**src/rtl/cpu_pkg.sv**
```systemverilog
// Shared definitions for the core: next-PC select codes, instruction
// field positions and the fetch-stage state encoding.
package cpu_pkg;

  // Next-PC select codes driven by the controller.
  localparam logic [1:0] CP_SEQ = 2'b00;
  localparam logic [1:0] CP_JR  = 2'b01;
  localparam logic [1:0] CP_J   = 2'b10;
  localparam logic [1:0] CP_BR  = 2'b11;

  // Instruction field positions.
  localparam int OPC_MSB   = 31;
  localparam int OPC_LSB   = 26;
  localparam int FUNCT_MSB = 5;
  localparam int FUNCT_LSB = 0;
  localparam int IMM_MSB   = 15;
  localparam int IMM_LSB   = 0;
  localparam int TGT_MSB   = 25;
  localparam int TGT_LSB   = 0;

  typedef enum logic [1:0] {
    ST_IDLE  = 2'b00,
    ST_FETCH = 2'b01,
    ST_READY = 2'b10
  } fetch_state_t;

  // Branch displacement: sign-extended 16-bit word offset turned into bytes.
  function automatic logic [31:0] branch_offset(input logic [15:0] imm);
    return {{14{imm[15]}}, imm, 2'b00};
  endfunction

endpackage

```
**src/rtl/next_pc_calc.sv**
```systemverilog
// Combinational next-PC selection. All adds are 32-bit with the carry
// dropped, so the PC wraps naturally at the top of the address space.
module next_pc_calc
  import cpu_pkg::*;
(
  input  logic [31:0] pc,
  input  logic [31:0] instr,
  input  logic [1:0]  cp_type,
  input  logic        enbranch,
  input  logic [31:0] jr_target,
  output logic [31:0] pc_plus4,
  output logic [31:0] next_pc
);

  // The opcode field plays no part in target computation.
  logic unused_opc_s;
  assign unused_opc_s = ^instr[OPC_MSB:OPC_LSB];

  assign pc_plus4 = pc + 32'd4;

  // Select the next PC from the controller's decision.
  always_comb begin
    next_pc = pc_plus4;
    case (cp_type)
      CP_SEQ: next_pc = pc_plus4;
      CP_JR:  next_pc = {jr_target[31:2], 2'b00};
      CP_J:   next_pc = {pc_plus4[31:28], instr[TGT_MSB:TGT_LSB], 2'b00};
      CP_BR: begin
        if (enbranch) begin
          next_pc = pc_plus4 + branch_offset(instr[IMM_MSB:IMM_LSB]);
        end else begin
          next_pc = pc_plus4;
        end
      end
      default: next_pc = pc_plus4;
    endcase
  end

endmodule

```
**src/rtl/fetch_unit.sv**
```systemverilog
// Instruction fetch stage: holds the PC, fetches one instruction over a
// req/ack memory handshake and advances the PC when the controller
// signals that the current instruction is finished.
module fetch_unit
  import cpu_pkg::*;
#(
  parameter logic [31:0] RESET_PC = 32'h0000_0000
) (
  input  logic        clk,
  input  logic        rst,
  output logic        imem_req,
  output logic [31:0] imem_addr,
  input  logic        imem_ack,
  input  logic [31:0] imem_rdata,
  input  logic        write_pc,
  input  logic [1:0]  cp_type,
  input  logic        enbranch,
  input  logic [31:0] jr_target,
  output logic [31:0] pc,
  output logic [31:0] pc_plus4,
  output logic [31:0] instr,
  output logic [5:0]  opecode,
  output logic [5:0]  funct,
  output logic        instr_valid,
  output logic [31:0] retired
);

  fetch_state_t state_r, state_n;
  logic [31:0]  pc_r, pc_n;
  logic [31:0]  instr_r, instr_n;
  logic         valid_r, valid_n;
  logic         req_r, req_n;
  logic [31:0]  retired_r, retired_n;
  logic [31:0]  next_pc_s;

  next_pc_calc u_next_pc (
    .pc        (pc_r),
    .instr     (instr_r),
    .cp_type   (cp_type),
    .enbranch  (enbranch),
    .jr_target (jr_target),
    .pc_plus4  (pc_plus4),
    .next_pc   (next_pc_s)
  );

  // State and datapath registers; reset abandons any outstanding request.
  always_ff @(posedge clk or posedge rst) begin
    if (rst) begin
      state_r   <= ST_IDLE;
      pc_r      <= RESET_PC;
      instr_r   <= 32'h0000_0000;
      valid_r   <= 1'b0;
      req_r     <= 1'b0;
      retired_r <= 32'h0000_0000;
    end else begin
      state_r   <= state_n;
      pc_r      <= pc_n;
      instr_r   <= instr_n;
      valid_r   <= valid_n;
      req_r     <= req_n;
      retired_r <= retired_n;
    end
  end

  // Next-state logic; acks are only honoured in FETCH, strobes only in READY.
  always_comb begin
    state_n   = state_r;
    pc_n      = pc_r;
    instr_n   = instr_r;
    valid_n   = valid_r;
    req_n     = req_r;
    retired_n = retired_r;
    case (state_r)
      ST_IDLE: begin
        req_n   = 1'b1;
        state_n = ST_FETCH;
      end
      ST_FETCH: begin
        if (imem_ack) begin
          instr_n = imem_rdata;
          valid_n = 1'b1;
          req_n   = 1'b0;
          state_n = ST_READY;
        end else begin
          req_n   = 1'b1;
          state_n = ST_FETCH;
        end
      end
      ST_READY: begin
        if (write_pc) begin
          pc_n      = next_pc_s;
          valid_n   = 1'b0;
          retired_n = retired_r + 32'd1;
          req_n     = 1'b1;
          state_n   = ST_FETCH;
        end else begin
          state_n = ST_READY;
        end
      end
      default: begin
        req_n   = 1'b0;
        valid_n = 1'b0;
        state_n = ST_IDLE;
      end
    endcase
  end

  assign imem_req    = req_r;
  assign imem_addr   = pc_r;
  assign pc          = pc_r;
  assign instr       = instr_r;
  assign opecode     = instr_r[OPC_MSB:OPC_LSB];
  assign funct       = instr_r[FUNCT_MSB:FUNCT_LSB];
  assign instr_valid = valid_r;
  assign retired     = retired_r;

endmodule

```
**config.mk**
```make
export PLATFORM = sky130hd
export DESIGN_NAME = fetch_unit
export DESIGN_NICKNAME = d
export VERILOG_FILES = /design/src/rtl/cpu_pkg.sv /design/src/rtl/next_pc_calc.sv /design/src/rtl/fetch_unit.sv
export SDC_FILE = /design/constraint.sdc
export NUM_CORES = 1
export LEC_CHECK = 0
export BUFFER_PORTS_ARGS = -buffer_cell sky130_fd_sc_hd__buf_2
export CORE_ASPECT_RATIO = 2
export CORE_MARGIN = 2
export CORE_UTILIZATION = 40
export CTS_CLUSTER_SIZE = 10
export DETAILED_ROUTE_END_ITERATION = 12
export GPL_ROUTABILITY_DRIVEN = 1
export HOLD_SLACK_MARGIN = 0.02
export PLACE_DENSITY = 0.65
export REMOVE_ABC_BUFFERS = 1
export SETUP_SLACK_MARGIN = 0.3
export SLEW_MARGIN = 20
export SYNTH_ARGS = -nofsm -noshare
export SYNTH_HDL_FRONTEND = slang
export SYNTH_HIERARCHICAL = 1
export SYNTH_SLANG_ARGS = --single-unit
```
**constraint.sdc**
```tcl
create_clock -name clk -period 4.3 [get_ports clk]
set_input_delay 0.43 -clock clk [delete_from_list [all_inputs] [get_ports clk]]
set_output_delay 0.43 -clock clk [all_outputs]
set_load 0.005 [all_outputs]
```
; ---- Word level (Yosys, flattened, before mapping)
; Cells that the tools add are included.
[totals]
register_bits = 100
input_bits = 71
out_inout_bits = 174
wordCells = 33
[classes]
addsub = 3
eq_ne = 7
muxes = 11
bitwise_logic = 1
reduce_logical = 5
[ops]
columns = operator, count
row1 = case mux 32 bit (4 select lines), 1
row2 = "adder 32 x 1 -> 32 bit, second input constant", 1
row3 = "adder 32 x 3 -> 32 bit, second input constant", 1
row4 = adder 32 bit, 1
row5 = 2-to-1 mux 32 bit, 1
row6 = "== test 2 bit, second input constant", 3
row7 = case mux 1 bit (3 select lines), 2
row8 = case mux 2 bit (3 select lines), 1
row9 = "== test 2 x 1 -> 1 bit, second input constant", 2
row10 = zero test 2 bit, 2
row11 = 2-to-1 mux 1 bit, 4
row12 = 2-to-1 mux 2 bit, 2
row13 = "!= test 2 bit, second input constant", 2
row14 = AND reduction 2 bit, 2
row15 = AND reduction 3 bit, 1
row16 = NOT 1 bit, 1

; ---- Logic depth before layout (Yosys ltp)
[depth]
ltp_word = 4
ltp_mapped = 18
depth_no_buf = 17

; ---- Cells and area by module
; The synthesis kept the hierarchy.
[modules_own_cells]
columns = module, instances, cells_each, area_each_um2, seq_area_each_um2
row1 = fetch_unit, 1, 388, 4335.4, 2502.4
row2 = next_pc_calc, 1, 477, 3326.9, 0.0

; ---- Worst setup path after synthesis
; No wires, ideal clock.
[synth_timing]
path_type = register -> register
from = register pc_r[2], in the netlist imem_addr[2]
to = register pc_r[31], in the netlist imem_addr[31]
setup_ns = 0.117
t_arrival_ns = 3.617
required_time_ns = 4.183
path_slack_ns = 0.566
path_stages_with_launch = 18
path_buffers = 0
synth_period_minus_slack_ns = 3.734
path_cell_list = dfrtp_1 > ha_1 > nand4_1 > nor3_2 > and3_1 > nand2_1 > xnor2_1 > ha_1 > a21o_1 > a21o_1 > a21o_1 > inv_1 > a311oi_2 > or3_1 > a311oi_1 > nor3b_2 > nand2_1 > nand2_1
[synth_between]
elab_chain_len = 4
[synth_rtl]
columns = element, line
row1 = "start, declared", fetch_unit.sv:29  ; logic [31:0] pc_r, pc_n;
row2 = "start signal, assigned", fetch_unit.sv:57  ; pc_r <= pc_n;
row3 = adder 32 x 3 -> 32 bit, next_pc_calc.sv:19  ; assign pc_plus4 = pc + 32'd4;
row4 = net pc_plus4[20], fetch_unit.sv:20  ; output logic [31:0] pc_plus4,
row5 = adder 32 bit, next_pc_calc.sv:30  ; next_pc = pc_plus4 + branch_offset(instr[IMM_MSB:IMM_LSB]);
row6 = 2-to-1 mux 32 bit, next_pc_calc.sv:29  ; if (enbranch) begin
row7 = case mux 32 bit (4 select lines), next_pc_calc.sv:24  ; case (cp_type)
row8 = net next_pc_s[31], fetch_unit.sv:34  ; logic [31:0] next_pc_s;
; The timed path passes the listed nets, and every way through them passes these cells.
; A chain may end at the register's enable or synchronous reset.

; ---- Final worst setup path
[layout_timing]
from = register pc_r[2], in the netlist imem_addr[2]
to = register pc_r[31], in the netlist imem_addr[31]
[layout_between]
elab_chain_len = 4
[layout_rtl]
columns = element, line
row1 = adder 32 x 3 -> 32 bit *, next_pc_calc.sv:19
row2 = adder 32 bit, next_pc_calc.sv:30
row3 = 2-to-1 mux 32 bit, next_pc_calc.sv:29
row4 = case mux 32 bit (4 select lines) *, next_pc_calc.sv:24
row5 = net next_pc_s[31], fetch_unit.sv:34
; Mark *: on every way through the listed nets, which the timed path passes. The rest lies on a longest branch.

==> impl_metrics.yaml <==
sta:
  finalCriticalPeriod_ns: 3.85
  hold_ws_ns: 0.0238
  tightest_slew_ns: 0.984
  tns_ns: 0
  fin_skew_ns: 0.00786
  setup_viol: 0
  rsz0062_at_grt: "yes"
  slew-limit-headroom_pct: 33.8
  post-route-worst-setup-slack_ns: 0.454
  fmax_mhz: 260
  slew_violations: 0
  hold_viol_final: 0
  finalCritPeriodShare_pct: 89.4
clock_network:
  clockBufferDepth: 2
  clock_latency_ns: 0.36
  clkTransAtPathRegs_ns: 0.08
  htree_levels: 3
  cts_num_sinks: 100
  clockRootBuffer: "clkbuf_16"
  cts_tree: "done"
  numCtsBuffers: 9
synth:
  synth_top_area_share_pct: 32.7
  ys_warn_count: 6
  synthArstFlopShare_pct: 100
  synthFlopType: "dfrtp_1"
  synthDistinctLibCells: 82
  netlist_area_um2: 7660
  syn-instance-count: 865
  synth.largest_area_cell: "dfrtp_1"
  synth-seq-cells: 100
  seq_area_frac_synth_pct: 32.7
  synthTopCellsByArea: "dfrtp_1, nand2_1, xnor2_1, ha_1, mux2_2"
  avgSynthCellArea_um2: 8.86
  synth-edff-count: 0
setup_path:
  required_ns: 4.55
  worst_path_largest_cell_delay_ns: 0.39
  slowest_stage: "ha_1"
  cp-start-kind: "flip-flop"
  crit_path_frequent_cell: "nand2_1"
  worstSetupPathType: "reg -> reg"
  critical_path_arrival_ns: 4.10
  critPathBufInv: 1
  cp_max_fo: 9
  end_kind: "flip-flop"
  path_cells: "ha_1 -> nand4_1 -> nor3_2 -> buf_4 -> nand2_1 -> xnor2_1 -> ha_1 -> a21oi_1 -> o21ai_0 -> a22oi_2 -> a311oi_4 -> or3_1 -> a311oi_1 -> nor3b_2 -> nand2_1 -> nand2_1"
  cpLargestDelayFamily: "compound AO/OA/AOI/OAI gates"
pwr:
  clockPowerShare_pct: 12.0
  comb_power_share_pct: 62.2
  power_frac_seq_pct: 25.8
  p_sw_share_pct: 46.3
  switchingPower_uw: 3100
  power_leakage_uw: 0.00479
  power.density_nw_per_um2: 716
  internal_power_uw: 3590
  ir_drop_mv: 0.263
route:
  drt-initial-drc-count: 263
  viasPerCell: 5.45
  routedWlPerCell_um: 18.7
  dr_wl_met2_mm: 14.0
  vias: 7303
  postRouteAntennaNets: 0
  top_layer_used: "met4"
  finalWirelength_mm: 25.0
  firstDrtPassIters: 4
  wl_met1_mm: 8.72
  drc: 0
  met3_length_mm: 1.16
layout:
  area_delta_synth_final_pct: 21.9
  drive_gt1_share_pct: 35.8
  final_cells: 1340
  nNetsFinal: 1187
  diodes: 0
  fillers: 1929
  postLayoutCellArea_um2: 9340
place:
  dp.cells: 1322
  dp_hpwl_mm: 19.6
  portBuffers: 242
  pre_cts_ws_ns: 0.288
  place_area_um2: 8980
  routabilityCongestion: 0.933
worst_hold_path:
  worstHoldPathType: "in -> async"
floorplanning:
  io_pins: 245
  rows: 71
  die_w_um: 102
  initial_core_util_pct: 40.7
  die_h_um: 200
  core_area_um2: 18800
  die_area_um2: 20300
global_route:
  grt_overflow: 0
  grt_first_pass_wirelength_mm: 37.5
  grt_usage_pct: 24.2
  grt_max_degree: 50
  antenna_found_initial: 0
  first_global_vias: 7047
run:
  drv_cap: 0
status:
  outcome: "complete, no violations"
cells in the final DEF (no fill, tap or decap), types with 7 or more instances in the layout:
cell / n
xor2_1: 24
nor2_1: 47
clkbuf_16: 9
dfrtp_1: 93
and3_1: 15
buf_2: 242
inv_1: 16
ha_1: 33
nor3_1: 13
a21o_1: 24
o21ai_0: 19
dfrtp_2: 7
o221ai_1: 11
nand2_1: 164
buf_4: 42
nand4_1: 24
mux2_2: 36
a22oi_1: 11
nand3_1: 33
xnor2_1: 51
a21oi_1: 45
final timing paths:
kind                           startpoint       endpoint  slack [ns]  depth (start not counted)
setup / recovery             imem_addr[2]  imem_addr[31]        0.45                         16
hold / removal                        rst  imem_addr[10]        0.02                          2
setup reg to reg             imem_addr[2]  imem_addr[31]        0.45                         16
hold reg to reg               retired[31]    retired[31]        0.49                          1
max in group asynchronous             rst   imem_addr[0]        3.35                          3
min in group clk           imem_rdata[24]      instr[24]        0.30                          2
logic make-up (layout without fill, tap and decap cells):
logic type	after synthesis	count (layout)	synth area share (%)
AND/OR/NAND/NOR	342	342	21.9
AO/OA/AOI/OAI	167	167	15.7
flip-flops	100	100	32.7
buffers and inverters	98	318	7.58
XOR/XNOR	77	77	8.90
multiplexers	45	45	7.28
adder cells (fa/ha/maj)	36	36	5.98
power groups by stage:
stage / logic [µW] / registers, µW / clock network (µW)
final: 4160 / 1730 / 802
after global routing: 4610 / 1790 / 857
after CTS: 4120 / 1720 / 825
after detailed placement: 4100 / 1730 / 0
after global placement: 4060 / 1720 / 0
after floorplan: 2610 / 1670 / 0
through the flow:
stage	util, %	total power (µW)
after global placement	47.7	5790
final	49.6	6690
after global routing	49.6	7250
after detailed placement	47.7	5840
after CTS	49.3	6670
after floorplan	-	4280
area by class of cell:
class	count	area (µm²)	share of cell area, %
Tap cell	255	319	3.42
Timing Repair Buffer	284	1530	16.3
Sequential cell	100	2510	26.9
Clock buffer	9	225	2.41
Inverter	18	70.1	0.750
Clock inverter	7	57.6	0.616
Multi-Input combinational cell	667	4630	49.6
registers in the layout, indices dropped and copies added (netlist names):
| signal | cells |
|---|---|
| instr_valid | 1 |
| state_r | 2 |
| imem_addr | 32 |
| retired | 32 |
| instr | 32 |
| imem_req | 1 |
timing repair:
| action | CTS | global route |
|---|---|---|
| setup buffers | 2 | 0 |
| hold endpoints to repair | 0 | 0 |
| setup endpoints to repair | 1 | 5 |
| hold buffers | 0 | 0 |
| resized for setup | 0 | 18 |
| pin swaps | 1 | 3 |
cell usage after synthesis (3+ instances only):
library cell  instances
nand2_1             164
dfrtp_1             100
xnor2_1              51
buf_4                48
nor2_1               48
a21oi_1              46
mux2_2               36
ha_1                 35
nand3_1              34
xor2_1               25
a21o_1               24
nand4_1              24
clkbuf_1             19
o21ai_0              19
inv_1                17
and3_1               16
nor3_1               14
a22oi_1              12
o221ai_1             11
buf_2                 8
a31oi_1               5
mux4_2                5
o22ai_1               5
or3_1                 5
and2_1                4
mux2i_1               4
nor2b_1               4
o211ai_1              4
o21bai_1              4
a211o_1               3
a222oi_1              3
buf_6                 3
nand2b_1              3
or2_2                 3
metal layers:
layer	vias to the layer above	GRT usage, %
met2	234	45.5
met5	-	0
met1	3551	24.9
li1	3456	-
met3	62	2.89
met4	0	14.1
Note: power is estimated with default switching activity, not from simulation.
